[src/rtl/pwm_duty_ctrl_if.sv]
// Signal bundle between the encoder/button/PWM side and the duty-cycle controller.
// master = board/PWM side driving the raw inputs, slave = pwm_duty_ctrl.
interface pwm_duty_ctrl_if #(
    parameter int CH = 4,
    parameter int DW = 8
);
    localparam int SW = (CH > 1) ? $clog2(CH) : 1;

    logic              enc_a;
    logic              enc_b;
    logic              btn;
    logic              frame_start;
    logic [CH*DW-1:0]  duty;
    logic [SW-1:0]     sel;
    logic              update;

    modport master (
        output enc_a, enc_b, btn, frame_start,
        input  duty, sel, update
    );

    modport slave (
        input  enc_a, enc_b, btn, frame_start,
        output duty, sel, update
    );
endinterface

[src/rtl/pwm_duty_ctrl.sv]
// Rotary-encoder duty controller: quadrature decode, debounced channel select, per-channel
// working duties copied to the PWM shadow bus on frame boundaries. PWM_CTRL_WRAP_EN selects wrapping steps.
module pwm_duty_ctrl #(
    parameter int               CH        = 4,
    parameter int               DW        = 8,
    parameter int               STEP      = 8,
    parameter int               DEB_CYC   = 16,
    parameter logic [CH*DW-1:0] INIT_DUTY = 32'hCC99_6633
) (
    input  logic                clk,
    input  logic                rst,
    pwm_duty_ctrl_if.slave      bus
);
    localparam int SW    = (CH > 1) ? $clog2(CH) : 1;
    localparam int CNT_W = (DEB_CYC > 1) ? $clog2(DEB_CYC) : 1;

    logic [2:0]        s1_reg, s2_reg;
    logic [1:0]        prev_ab_reg;
    logic signed [2:0] acc_reg, acc_next;
    logic              inc_reg, dec_reg, inc_next, dec_next;
    logic              btn_last_reg, btn_acc_reg, btn_acc_next;
    logic [CNT_W-1:0]  deb_cnt_reg, deb_cnt_next;
    logic [SW-1:0]     sel_reg, sel_next;
    logic              pending_reg, pending_next;
    logic              update_reg;

    logic [1:0]        ab_cur, idx_diff;
    logic              btn_sync, stable, press, reload, wr_en;
    logic signed [3:0] delta, acc_sum;
    logic [DW-1:0]     cur_w, new_w;
    logic [DW:0]       sum_ext, dif_ext;
    logic [DW-1:0]     w_vec [CH];

    // Gray position of an AB pair along the forward sequence 00-01-11-10.
    function automatic logic [1:0] ab_to_idx(input logic [1:0] ab);
        case (ab)
            2'b00:   ab_to_idx = 2'd0;
            2'b01:   ab_to_idx = 2'd1;
            2'b11:   ab_to_idx = 2'd2;
            default: ab_to_idx = 2'd3;
        endcase
    endfunction

    assign ab_cur   = s2_reg[2:1];
    assign btn_sync = s2_reg[0];

    always_comb begin
        idx_diff = ab_to_idx(ab_cur) - ab_to_idx(prev_ab_reg);
        delta    = 4'sd0;
        if (idx_diff == 2'd1)
            delta = 4'sd1;
        else if (idx_diff == 2'd3)
            delta = -4'sd1;
        acc_sum  = $signed({acc_reg[2], acc_reg}) + delta;
        inc_next = (acc_sum == 4'sd4);
        dec_next = (acc_sum == -4'sd4);
        acc_next = (inc_next || dec_next) ? 3'sd0 : acc_sum[2:0];
    end

    // A level is accepted once it has been seen unchanged for DEB_CYC consecutive samples.
    always_comb begin
        stable       = (btn_sync == btn_last_reg);
        deb_cnt_next = deb_cnt_reg;
        btn_acc_next = btn_acc_reg;
        if (!stable)
            deb_cnt_next = '0;
        else if (deb_cnt_reg == CNT_W'(DEB_CYC - 1))
            btn_acc_next = btn_sync;
        else
            deb_cnt_next = deb_cnt_reg + 1'b1;
        press    = btn_acc_next & ~btn_acc_reg;
        sel_next = sel_reg;
        if (press)
            sel_next = (sel_reg == SW'(CH - 1)) ? '0 : sel_reg + 1'b1;
    end

    always_comb begin
        cur_w   = w_vec[sel_reg];
        sum_ext = {1'b0, cur_w} + (DW+1)'(STEP);
        dif_ext = {1'b0, cur_w} - (DW+1)'(STEP);
`ifdef PWM_CTRL_WRAP_EN
        new_w = inc_reg ? sum_ext[DW-1:0] : dif_ext[DW-1:0];
        wr_en = inc_reg | dec_reg;
`else
        if (inc_reg)
            new_w = sum_ext[DW] ? {DW{1'b1}} : sum_ext[DW-1:0];
        else
            new_w = dif_ext[DW] ? {DW{1'b0}} : dif_ext[DW-1:0];
        // A step pinned at a rail is not a write, so it must not request a reload.
        wr_en = (inc_reg | dec_reg) && (new_w != cur_w);
`endif
        reload       = bus.frame_start && pending_reg;
        pending_next = wr_en ? 1'b1 : (bus.frame_start ? 1'b0 : pending_reg);
    end

    always_ff @(posedge clk) begin
        if (rst) begin
            s1_reg       <= '0;
            s2_reg       <= '0;
            prev_ab_reg  <= '0;
            acc_reg      <= '0;
            inc_reg      <= 1'b0;
            dec_reg      <= 1'b0;
            btn_last_reg <= 1'b0;
            deb_cnt_reg  <= '0;
            btn_acc_reg  <= 1'b0;
            sel_reg      <= '0;
            pending_reg  <= 1'b0;
            update_reg   <= 1'b0;
        end else begin
            s1_reg       <= {bus.enc_a, bus.enc_b, bus.btn};
            s2_reg       <= s1_reg;
            prev_ab_reg  <= ab_cur;
            acc_reg      <= acc_next;
            inc_reg      <= inc_next;
            dec_reg      <= dec_next;
            btn_last_reg <= btn_sync;
            deb_cnt_reg  <= deb_cnt_next;
            btn_acc_reg  <= btn_acc_next;
            sel_reg      <= sel_next;
            pending_reg  <= pending_next;
            update_reg   <= reload;
        end
    end

    genvar gi;
    generate
        for (gi = 0; gi < CH; gi++) begin : g_ch
            logic [DW-1:0] w_reg;
            logic [DW-1:0] shadow_reg;

            // Shadow samples the pre-step working value when a write and a reload coincide.
            always_ff @(posedge clk) begin
                if (rst) begin
                    w_reg      <= INIT_DUTY[gi*DW +: DW];
                    shadow_reg <= INIT_DUTY[gi*DW +: DW];
                end else begin
                    if (wr_en && (sel_reg == SW'(gi)))
                        w_reg <= new_w;
                    if (reload)
                        shadow_reg <= w_reg;
                end
            end

            assign w_vec[gi]                = w_reg;
            assign bus.duty[gi*DW +: DW]    = shadow_reg;
        end
    endgenerate

    assign bus.sel    = sel_reg;
    assign bus.update = update_reg;
endmodule
[src/flat_wrapper.sv]
// flat-port wrapper written by rule: the top's interface ports become plain ports
module pwm_duty_ctrl_flat 
#(
    parameter int               CH        = 4,
    parameter int               DW        = 8,
    parameter int               STEP      = 8,
    parameter int               DEB_CYC   = 16,
    parameter logic [CH*DW-1:0] INIT_DUTY = 32'hCC99_6633
)
  (clk, rst, bus_enc_a, bus_enc_b, bus_btn, bus_frame_start, bus_duty, bus_sel, bus_update);
  pwm_duty_ctrl_if #(.CH(CH), .DW(DW)) bus_i ();
  input  logic clk;
  input  logic rst;
  input wire logic [$bits(bus_i.enc_a)-1:0] bus_enc_a;
  input wire logic [$bits(bus_i.enc_b)-1:0] bus_enc_b;
  input wire logic [$bits(bus_i.btn)-1:0] bus_btn;
  input wire logic [$bits(bus_i.frame_start)-1:0] bus_frame_start;
  output wire logic [$bits(bus_i.duty)-1:0] bus_duty;
  output wire logic [$bits(bus_i.sel)-1:0] bus_sel;
  output wire logic [$bits(bus_i.update)-1:0] bus_update;
  assign bus_i.enc_a = bus_enc_a;
  assign bus_i.enc_b = bus_enc_b;
  assign bus_i.btn = bus_btn;
  assign bus_i.frame_start = bus_frame_start;
  assign bus_duty = bus_i.duty;
  assign bus_sel = bus_i.sel;
  assign bus_update = bus_i.update;
  pwm_duty_ctrl #(.CH(CH), .DW(DW), .STEP(STEP), .DEB_CYC(DEB_CYC), .INIT_DUTY(INIT_DUTY)) u_core (.clk(clk), .rst(rst), .bus(bus_i));
endmodule
[config.mk]
export PLATFORM = sky130hd
export DESIGN_NAME = pwm_duty_ctrl_flat
export DESIGN_NICKNAME = d
export VERILOG_FILES = /design/src/rtl/pwm_duty_ctrl_if.sv /design/src/rtl/pwm_duty_ctrl.sv /design/src/flat_wrapper.sv
export SDC_FILE = /design/constraint.sdc
export NUM_CORES = 1
export LEC_CHECK = 0
export CAP_MARGIN = 20
export CELL_PAD_IN_SITES_DETAIL_PLACEMENT = 1
export CELL_PAD_IN_SITES_GLOBAL_PLACEMENT = 1
export CORE_AREA = 5 5 106 108
export DETAILED_ROUTE_END_ITERATION = 16
export DIE_AREA = 0 0 111 113
export PLACE_DENSITY_LB_ADDON = 0.2
export SLEW_MARGIN = 0
export SYNTH_ARGS = -nofsm -noshare
export SYNTH_HDL_FRONTEND = slang
export SYNTH_SLANG_ARGS = --single-unit
[constraint.sdc]
create_clock -name clk -period 4.55 [get_ports clk]
set_clock_uncertainty 0.05 [all_clocks]
set_input_delay 0.91 -clock clk [delete_from_list [all_inputs] [get_ports clk]]
set_output_delay 0.91 -clock clk [all_outputs]
set_load 0.02 [all_outputs]
==> results of run 1 <==
[worst max-delay path: stages (launching register included)]
cell     delay [ns]
dfxtp_1        0.76
mux4_2         0.72
and2_1         0.25
and3_1         0.33
nor2_1         0.39
mux2_2         0.39
[path summary, 6_finish.rpt]
check,start,end,slack (ns),cells after the start
worst max-delay path,u_core.bus.sel[0]$_SDFFE_PP0P_,u_core.g_ch[2].w_reg[2]$_SDFFE_PP0P_,1.54,5
worst min-delay path,u_core.s1_reg[2]$_SDFF_PP0_,u_core.s2_reg[2]$_SDFF_PP0_,0.40,1
worst max register to register,u_core.bus.sel[0]$_SDFFE_PP0P_,u_core.g_ch[2].w_reg[2]$_SDFFE_PP0P_,1.54,5
worst min register to register,u_core.s1_reg[2]$_SDFF_PP0_,u_core.s2_reg[2]$_SDFF_PP0_,0.40,1
[through the flow]
stage,utilization,cell area [um2],power (mW)
2_1_floorplan,-,3920,0.912
3_3_place_gp,0.433,4390,0.953
3_5_place_dp,0.433,4390,0.958
4_1_cts,0.453,4590,1.52
5_1_grt,0.458,4650,1.58
6_report,0.458,4650,1.51
[cell usage in the layout (no fill, tap or decap), drive strengths merged, types with 2 or more instances in the layout]
master and count:
dfxtp 87, nand2 74, clkdlybuf4s50 39, a21oi 37
nor2 24, nand3 21, o21ai 20, inv 18
ha 15, nor2b 13, nor3 10, clkbuf 9
mux4 8, o211ai 8, a31oi 7, a311oi 7
buf 7, xnor2 6, a31o 5, mux2i 5
a211oi 5, and3 4, mux2 4, o22ai 3
and2 3, xor2 2, or2 2, nand2b 2
nor4b 2, a21boi 2, a22oi 2, o311ai 2
nor4 2, nor3b 2, clkinv 2
[power by group through the flow]
stage / combinational (mW) / clock, mW / sequential (mW)
after CTS: 0.146 / 0.582 / 0.795
final: 0.148 / 0.563 / 0.795
after detailed placement: 0.145 / 0 / 0.812
after global routing: 0.165 / 0.615 / 0.797
after floorplan: 0.102 / 0 / 0.810
after global placement: 0.141 / 0 / 0.812
[layout make-up]
class	instances	area (um2)	share of cell area
clock inverters	7	80.1	0.0172
inverters	15	56.3	0.0121
multi-input cells	309	2000	0.429
well taps	136	170	0.0366
clock buffers	9	124	0.0266
flip-flops and latches	87	1740	0.375
repair buffers	46	480	0.103
[metal layers]
metal / routed length (um) / vias to the layer above
met5: 0 / -
met4: 252 / 0
met3: 653 / 20
met2: 4970 / 86
met1: 5120 / 1601
li1: - / 1614
[cells by family (layout without fill, tap and decap cells)]
| kind of cell | Yosys count | after routing | share of synthesized area |
|---|---|---|---|
| buf+inv | 43 | 77 | 0.0475 |
| compound gates | 104 | 104 | 0.168 |
| simple gates | 164 | 164 | 0.200 |
| flops | 87 | 87 | 0.444 |
| fa+ha+maj | 16 | 16 | 0.0529 |
| mux | 17 | 17 | 0.0702 |
| xor+xnor | 8 | 8 | 0.0179 |
==> impl_metrics.yaml, run 1 <==
synth:
  ys_seq_area_frac: 0.444
  synth_fp_nets: 461
  yosys_warnings: 0
  synthTopCellsByArea: "dfxtp_1, nand2_1, ha_1"
  syn_inst: 439
  synth_most_common_cell: "dfxtp_1"
  postSynthAreaPerCell_um2: 8.94
  async_reset_ff_frac: 0
  yosys_most_used_dff: "dfxtp_1"
  ys_ff_latch: 87
  synth_area_um2: 3920
  yosysTopAreaCell: "dfxtp_1"
  synthDistinctLibCells: 55
  synth_edf_count: 0
  netlist_top_cells_count: "dfxtp_1, nand2_1, a21oi_1"
  yosysTopAreaCellShare: 0.444
global_routing:
  busiest_layer: "met2"
  grt_use_met1: 0.243
  overflow: 0
  grt_max_degree: 59
  first_global_vias: 3448
  grt_pass1_wl_um: 18300
  gr-usage-met2: 0.292
  grtUsageMet3: 0.0428
  track_usage: 0.182
  antenna_found_initial: 0
critical_path:
  required_ns: 4.75
  cp-end-kind: "flop"
  crit_type: "flop to flop"
  startpoint_type: "flop"
  cp_data_arrival_time_ns: 3.21
  crit_fanout: 15
floorplanning:
  dieArea_um2: 12500
  rows: 37
  fp.dieH_um: 113
  start_util: 0.387
  core-area_um2: 10100
  die_x_um: 111
  io_pins: 41
sta:
  setup_viol: 0
  worst_pin_slew_ns: 0.837
  postLayoutSetupSlackWorst_ns: 1.54
  finalSetupTns_ns: 0
  finalHoldViolations: 0
  slew_viol_final: 0
  whs_ns: 0.401
  post-route-period-util: 0.661
  max-slew-margin-rel: 0.440
  rsz0062_at_grt: "false"
  fmax_mhz: 332
  period_minus_slack_ns: 3.01
cts:
  clockBufferDepth: 2
  cts_made_buffers: 9
  cts.sinks: 87
  insertion_delay_ns: 0.36
  root_buffer: "clkbuf_8"
  cts_setup_buffers: 0
  clk_pin_slew_ns: 0.09
  ctsResizeCount: 0
  tritoncts: "done"
  htreeDepth: 3
  cts_hold_buf: 0
run_status:
  outcome: "finished, final reports clean"
placement:
  place_ws_ns: 1.54
  portBuffers: 40
  place_inst: 591
  gp_congestion: 0.914
  dp_hpwl_um: 7950
pwr:
  p_int_mw: 1.10
  clkPwrFrac: 0.374
  sw_frac_of_total: 0.271
  combPwrFrac: 0.098
  p_per_area_nw_per_um2: 324
  p_sw_uw: 408
  p_seq_frac: 0.528
  p_leak_nw: 1.73
  peakVddDrop_uv: 177
detailed_routing:
  route.detailed.drc: 0
  via_count: 3321
  drtPass1Iterations: 5
  antenna_left: 0
  avgViaCountPerCell: 5.45
  avgRoutedWirePerCell_um: 18.1
  routed_wl_um: 11000
  drt_iter0_drc: 151
finish:
  antenna_cells: 0
  area_growth_pct: 18.5
  layout.nets: 490
  layout-drive-gt1-share: 0.104
  layout.cells.non_filler: 609
  fillers: 1161
flow_run:
  maxCapViolations: 0
min_path:
  hold_path.class: "flop to flop"
(Power assumes the default switching activity.)
==> inputs of run 2 (changes only) <==
--- a/config.mk
+++ b/config.mk
@@ -8,9 +8,9 @@
 export CAP_MARGIN = 20
 export CELL_PAD_IN_SITES_DETAIL_PLACEMENT = 1
 export CELL_PAD_IN_SITES_GLOBAL_PLACEMENT = 1
-export CORE_AREA = 5 5 106 108
+export CORE_AREA = 5 5 107 109
 export DETAILED_ROUTE_END_ITERATION = 16
-export DIE_AREA = 0 0 111 113
+export DIE_AREA = 0 0 112 114
 export PLACE_DENSITY_LB_ADDON = 0.2
 export SLEW_MARGIN = 0
 export SYNTH_ARGS = -nofsm -noshare
==> constraint.sdc (replaced) <==
create_clock -name clk -period 2.5 [get_ports clk]
set_clock_uncertainty 0.05 [all_clocks]
set_input_delay 0.5 -clock clk [delete_from_list [all_inputs] [get_ports clk]]
set_output_delay 0.5 -clock clk [all_outputs]
set_load 0.02 [all_outputs]
==> run 2 against run 1 <==
Effect of this change:
- worst setup slack lost 1.5 ns
- utilization grew 0.93 points
- via count grew 4.0%
- sequential share of layout area shrank 1.9 points
- maximum frequency grew 25%
- register-to-register slack lost 1.5 ns
==> impl_metrics.yaml, run 2 (same netlist as run 1, synthesis figures left out) <==
run_status:
  outcome: "finished, final reports clean"
detailed_routing:
  avgRoutedWirePerCell_um: 18.2
  routed_wl_um: 11600
  drt_iter0_drc: 234
  route.detailed.drc: 0
  antenna_left: 0
  via_count: 3453
  avgViaCountPerCell: 5.42
  drtPass1Iterations: 4
global_routing:
  overflow: 0
  grt_max_degree: 59
  grt_pass1_wl_um: 19000
  first_global_vias: 3625
  track_usage: 0.187
  antenna_found_initial: 0
floorplanning:
  io_pins: 41
  fp.dieH_um: 114
  dieArea_um2: 12800
  die_x_um: 112
  start_util: 0.373
  core-area_um2: 10500
  rows: 38
finish:
  layout.nets: 516
  finalInstanceArea_um2: 4910
  antenna_cells: 0
  final_cell_mix: "dfxtp_1, nand2_1, clkdlybuf4s50_1, a21oi_1, buf_4"
  area_growth_pct: 25.3
  final_common_cell: "dfxtp_1"
  layout-drive-gt1-share: 0.181
sta:
  finalHoldViolations: 0
  whs_ns: 0.390
  slew_viol_final: 0
  max-slew-margin-rel: 0.569
  period_minus_slack_ns: 2.41
  post-route-period-util: 0.965
  postLayoutSetupSlackWorst_ns: 0.0884
  fmax_mhz: 415
  worst_pin_slew_ns: 0.647
  setup_viol: 0
critical_path:
  required_ns: 2.72
  cp-end-kind: "flop"
  startpoint_type: "flop"
  cp_data_arrival_time_ns: 2.63
  crit_type: "flop to flop"
  crit_fanout: 7
flow_run:
  maxCapViolations: 0
cts:
  cts_made_buffers: 9
  cts_hold_buf: 0
  clockBufferDepth: 2
  cts.sinks: 87
  htreeDepth: 3
  clk_pin_slew_ns: 0.09
  tritoncts: "done"
  root_buffer: "clkbuf_8"
  insertion_delay_ns: 0.36
pwr:
  p_leak_nw: 1.87
  p_total_mw: 2.83
  peakVddDrop_uv: 293
  p_per_area_nw_per_um2: 577
placement:
  gp_congestion: 0.889
  place_ws_ns: -0.0769
  dp_hpwl_um: 8590
  postPlaceCellArea_um2: 4610
  portBuffers: 40
min_path:
  hold_path.class: "flop to flop"
==> run 2: worst max-delay path, cell delays in order (launching register included) <==
cell,delay (ns)
dfxtp_4,0.42
mux4_2,0.60
nor4_2,0.30
buf_4,0.18
a31o_2,0.16
nor2_1,0.06
buf_4,0.15
buf_4,0.13
a211oi_1,0.26
==> run 2: timing repair <==
item,4_1_cts,5_1_grt
resized for setup,4,17
pin swaps,2,5
setup endpoints to repair,2,27
setup buffers,0,1
==> run 2: metrics by stage <==
step	cells	utilization	TNS [ns]
3_3_place_gp	622	0.439	0
2_1_floorplan	439	-	0
5_1_grt	637	0.468	-0.00959
4_1_cts	636	0.460	0
6_report	637	0.468	0
3_5_place_dp	622	0.439	-0.0989
==> run 2: final cells by class <==
| cell class | instances | area [um2] |
|---|---|---|
| fill | 1201 | 5590 |
| timing repair buffer | 72 | 648 |
| sequential | 87 | 1750 |
| tap | 140 | 175 |
| multi-input combinational | 309 | 2080 |
| inverter | 15 | 56.3 |
| clock inverter | 5 | 82.6 |
| clock buffer | 9 | 124 |
==> run 2: power breakdown <==
| group | total [mW] | switching, mW | internal [mW] |
|---|---|---|---|
| registers | 1.44 | 0.0249 | 1.42 |
| logic | 0.322 | 0.188 | 0.134 |
| clock network | 1.07 | 0.516 | 0.556 |
==> run 2: metal layers <==
| metal | part of all wire | up-vias | wire [um] | global-route usage |
|---|---|---|---|---|
| met3 | 0.042 | 16 | 489 | 0.0324 |
| met2 | 0.48 | 79 | 5570 | 0.315 |
| met1 | 0.46 | 1700 | 5320 | 0.243 |
| met4 | 0.019 | 0 | 225 | 0.0673 |
| li1 | - | 1658 | - | - |
| met5 | 0 | - | 0 | 0 |
==> run 2: worst paths after layout <==
check	start	endpoint	slack, ns	cells past startpoint
setup / recovery	u_core.bus.sel[0]$_SDFFE_PP0P_	u_core.g_ch[2].w_reg[5]$_SDFFE_PP0P_	0.09	8
hold / removal	u_core.s1_reg[2]$_SDFF_PP0_	u_core.s2_reg[2]$_SDFF_PP0_	0.39	1
setup reg to reg	u_core.bus.sel[0]$_SDFFE_PP0P_	u_core.g_ch[2].w_reg[5]$_SDFFE_PP0P_	0.09	8
hold reg to reg	u_core.s1_reg[2]$_SDFF_PP0_	u_core.s2_reg[2]$_SDFF_PP0_	0.39	1
==> inputs of run 3 (changes only) <==
--- a/config.mk
+++ b/config.mk
@@ -8,9 +8,10 @@
 export CAP_MARGIN = 20
 export CELL_PAD_IN_SITES_DETAIL_PLACEMENT = 1
 export CELL_PAD_IN_SITES_GLOBAL_PLACEMENT = 1
-export CORE_AREA = 5 5 107 109
+export CORE_AREA = 2 2 104 106
 export DETAILED_ROUTE_END_ITERATION = 16
-export DIE_AREA = 0 0 112 114
+export DIE_AREA = 0 0 106 108
+export MAX_ROUTING_LAYER = met4
 export PLACE_DENSITY_LB_ADDON = 0.2
 export SLEW_MARGIN = 0
 export SYNTH_ARGS = -nofsm -noshare
==> run 3 against run 2 <==
Effect of this change:
- worst setup slack got worse by 0.032 ns
- combinational power is essentially flat
- wire length shrank 0.94%
- hold slack better by 0.011 ns
- sequential share of layout area decreased by 0.11 points
- critical path depth grew 1
- via count grew 0.52%
- maximum frequency fell by 1.3%
- clock power fell by 15%
- register-to-register slack got worse by 0.03 ns
- critical path type unchanged
==> impl_metrics.yaml, run 3 (same netlist as run 1, synthesis figures left out) <==
run_status:
  outcome: "finished, final reports clean"
critical_path:
  rr_endpoint: "u_core.g_ch[3].w_reg[0]$_SDFFE_PP0P_"
  critPathSlowestCell: "mux4_2"
  r2r_cells: 9
  cp_data_arrival_time_ns: 2.64
  cp_cell_sequence: "buf_4, buf_4, mux4_2, nor3_2, buf_4, a31oi_1, buf_4, a21oi_1, nor3_1"
  cpMostUsedCell: "buf_4"
  required_ns: 2.69
  cp-end-kind: "flop"
  crit_type: "flop to flop"
  r2r_slack_ns: 0.06
  rr_startpoint: "u_core.bus.sel[0]$_SDFFE_PP0P_"
  startpoint_type: "flop"
  crit_fanout: 9
  slowest_delay_ns: 0.53
global_routing:
  track_usage: 0.215
  antenna_found_initial: 0
  overflow: 0
  grt_max_degree: 34
  grt_pass1_wl_um: 18500
  first_global_vias: 3598
sta:
  post-route-period-util: 0.978
  slew_viol_final: 0
  finalSetupTns_ns: 0
  period_minus_slack_ns: 2.44
  fmax_mhz: 409
  setup_viol: 0
  worst_pin_slew_ns: 0.610
  finalHoldViolations: 0
  max-slew-margin-rel: 0.591
  postLayoutSetupSlackWorst_ns: 0.0562
floorplanning:
  start_util: 0.384
  fp.dieH_um: 108
  io_pins: 41
  dieArea_um2: 11400
  core-area_um2: 10200
  rows: 37
  die_x_um: 106
cts:
  root_buffer: "clkbuf_8"
  tritoncts: "done"
  insertion_delay_ns: 0.36
  clockBufferDepth: 2
  cts.sinks: 87
  clk_pin_slew_ns: 0.08
  htreeDepth: 3
  cts_made_buffers: 9
detailed_routing:
  via_count: 3471
  avgViaCountPerCell: 5.42
  avgRoutedWirePerCell_um: 18.0
  drt_iter0_drc: 162
  drtPass1Iterations: 4
  antenna_left: 0
  routed_wl_um: 11500
  route.detailed.drc: 0
min_path:
  hold_depth: 1
  hold_start: "u_core.s1_reg[1]$_SDFF_PP0_"
  hold_path.class: "flop to flop"
  hold_end: "u_core.s2_reg[1]$_SDFF_PP0_"
finish:
  final_cell_mix: "dfxtp_1, nand2_1, clkdlybuf4s50_1, a21oi_1, buf_4"
  antenna_cells: 0
  area_growth_pct: 25.5
  final_common_cell: "dfxtp_1"
  layout.nets: 521
  layout.cells.non_filler: 640
  layout-drive-gt1-share: 0.194
placement:
  dp_hpwl_um: 8500
  portBuffers: 40
  place_inst: 622
  gp_congestion: 0.876
  place_ws_ns: -0.0104
pwr:
  p_seq_frac: 0.539
  sw_frac_of_total: 0.265
  peakVddDrop_uv: 298
  p_int_mw: 1.97
  p_leak_nw: 1.87
  combPwrFrac: 0.121
  p_sw_uw: 709
  clkPwrFrac: 0.340
  p_per_area_nw_per_um2: 543
flow_run:
  maxCapViolations: 0
run 3: changes by cell type in the layout (fill, tap and decap cells not counted), sizes merged:
cell,previous run,this run
buf,33,38
clkbuf,9,13
bufinv,2,0
clkinvlp,0,1
inv,16,15
run 3: cell type report:
class,count,area (um2)
Clock buffer,13,159
Clock inverter,3,17.5
Fill cell,1204,5310
Inverter,15,56.3
Multi-Input combinational cell,309,2100
Sequential cell,87,1750
Tap cell,136,170
Timing Repair Buffer,77,677
run 3: how the worst max path moves through the flow:
stage | cells past startpoint | slack (ns) | startpoint | to
5_1_grt | 12 | -0.06 | u_core.s2_reg[1]$_SDFF_PP0_ | u_core.dec_reg$_SDFF_PP0_
3_3_place_gp | 9 | 0.02 | u_core.s2_reg[1]$_SDFF_PP0_ | u_core.dec_reg$_SDFF_PP0_
2_1_floorplan | 7 | 0.02 | u_core.bus.sel[1]$_SDFFE_PP0P_ | u_core.g_ch[2].w_reg[1]$_SDFFE_PP0P_
6_report | 9 | 0.06 | u_core.bus.sel[0]$_SDFFE_PP0P_ | u_core.g_ch[3].w_reg[0]$_SDFFE_PP0P_
3_5_place_dp | 11 | -0.01 | u_core.s2_reg[1]$_SDFF_PP0_ | u_core.dec_reg$_SDFF_PP0_
4_1_cts | 10 | -0.003 | u_core.s2_reg[1]$_SDFF_PP0_ | u_core.inc_reg$_SDFF_PP0_
run 3: routing by layer:
metal  share of wire  wire, um  track usage  up-vias
li1                -         -            -     1669
met1            0.45      5140        0.255     1725
met2            0.51      5840        0.376       62
met3           0.032       368       0.0470       15
met4           0.013       148       0.0470        0
met5               0         0            -        -
run 3: stage by stage:
stage,power (mW),util,hold slack [ns],cell area (um2)
floorplan,1.66,-,0.364,3930
global placement,1.75,0.452,0.381,4620
detailed placement,1.76,0.452,0.384,4620
CTS,2.67,0.471,0.407,4810
global route,2.78,0.481,0.416,4930
finish,2.67,0.481,0.402,4930
run 3: power by group through the flow:
| stage | Sequential, mW | Clock (mW) | Combinational (mW) |
|---|---|---|---|
| 3_5_place_dp | 1.47 | 0 | 0.289 |
| 2_1_floorplan | 1.47 | 0 | 0.186 |
| 4_1_cts | 1.44 | 0.935 | 0.297 |
| 5_1_grt | 1.45 | 0.980 | 0.357 |
| 6_report | 1.44 | 0.909 | 0.323 |
| 3_3_place_gp | 1.47 | 0 | 0.278 |
run 3: what timing repair did:
action,4_1_cts,5_1_grt
setup buffers,0,2
gates cloned,0,0
hold buffers,0,0
gates resized for setup,4,23
endpoints found under the setup margin,2,17
hold endpoints to repair,0,0
pin swaps,1,9
run 3: critical path, delay by kind of cell, from the launching register on:
family / cells / cell delay (ns)
compound gates: 2 / 0.44
buf+inv: 4 / 0.62
flops: 1 / 0.38
mux: 1 / 0.53
simple gates: 2 / 0.29
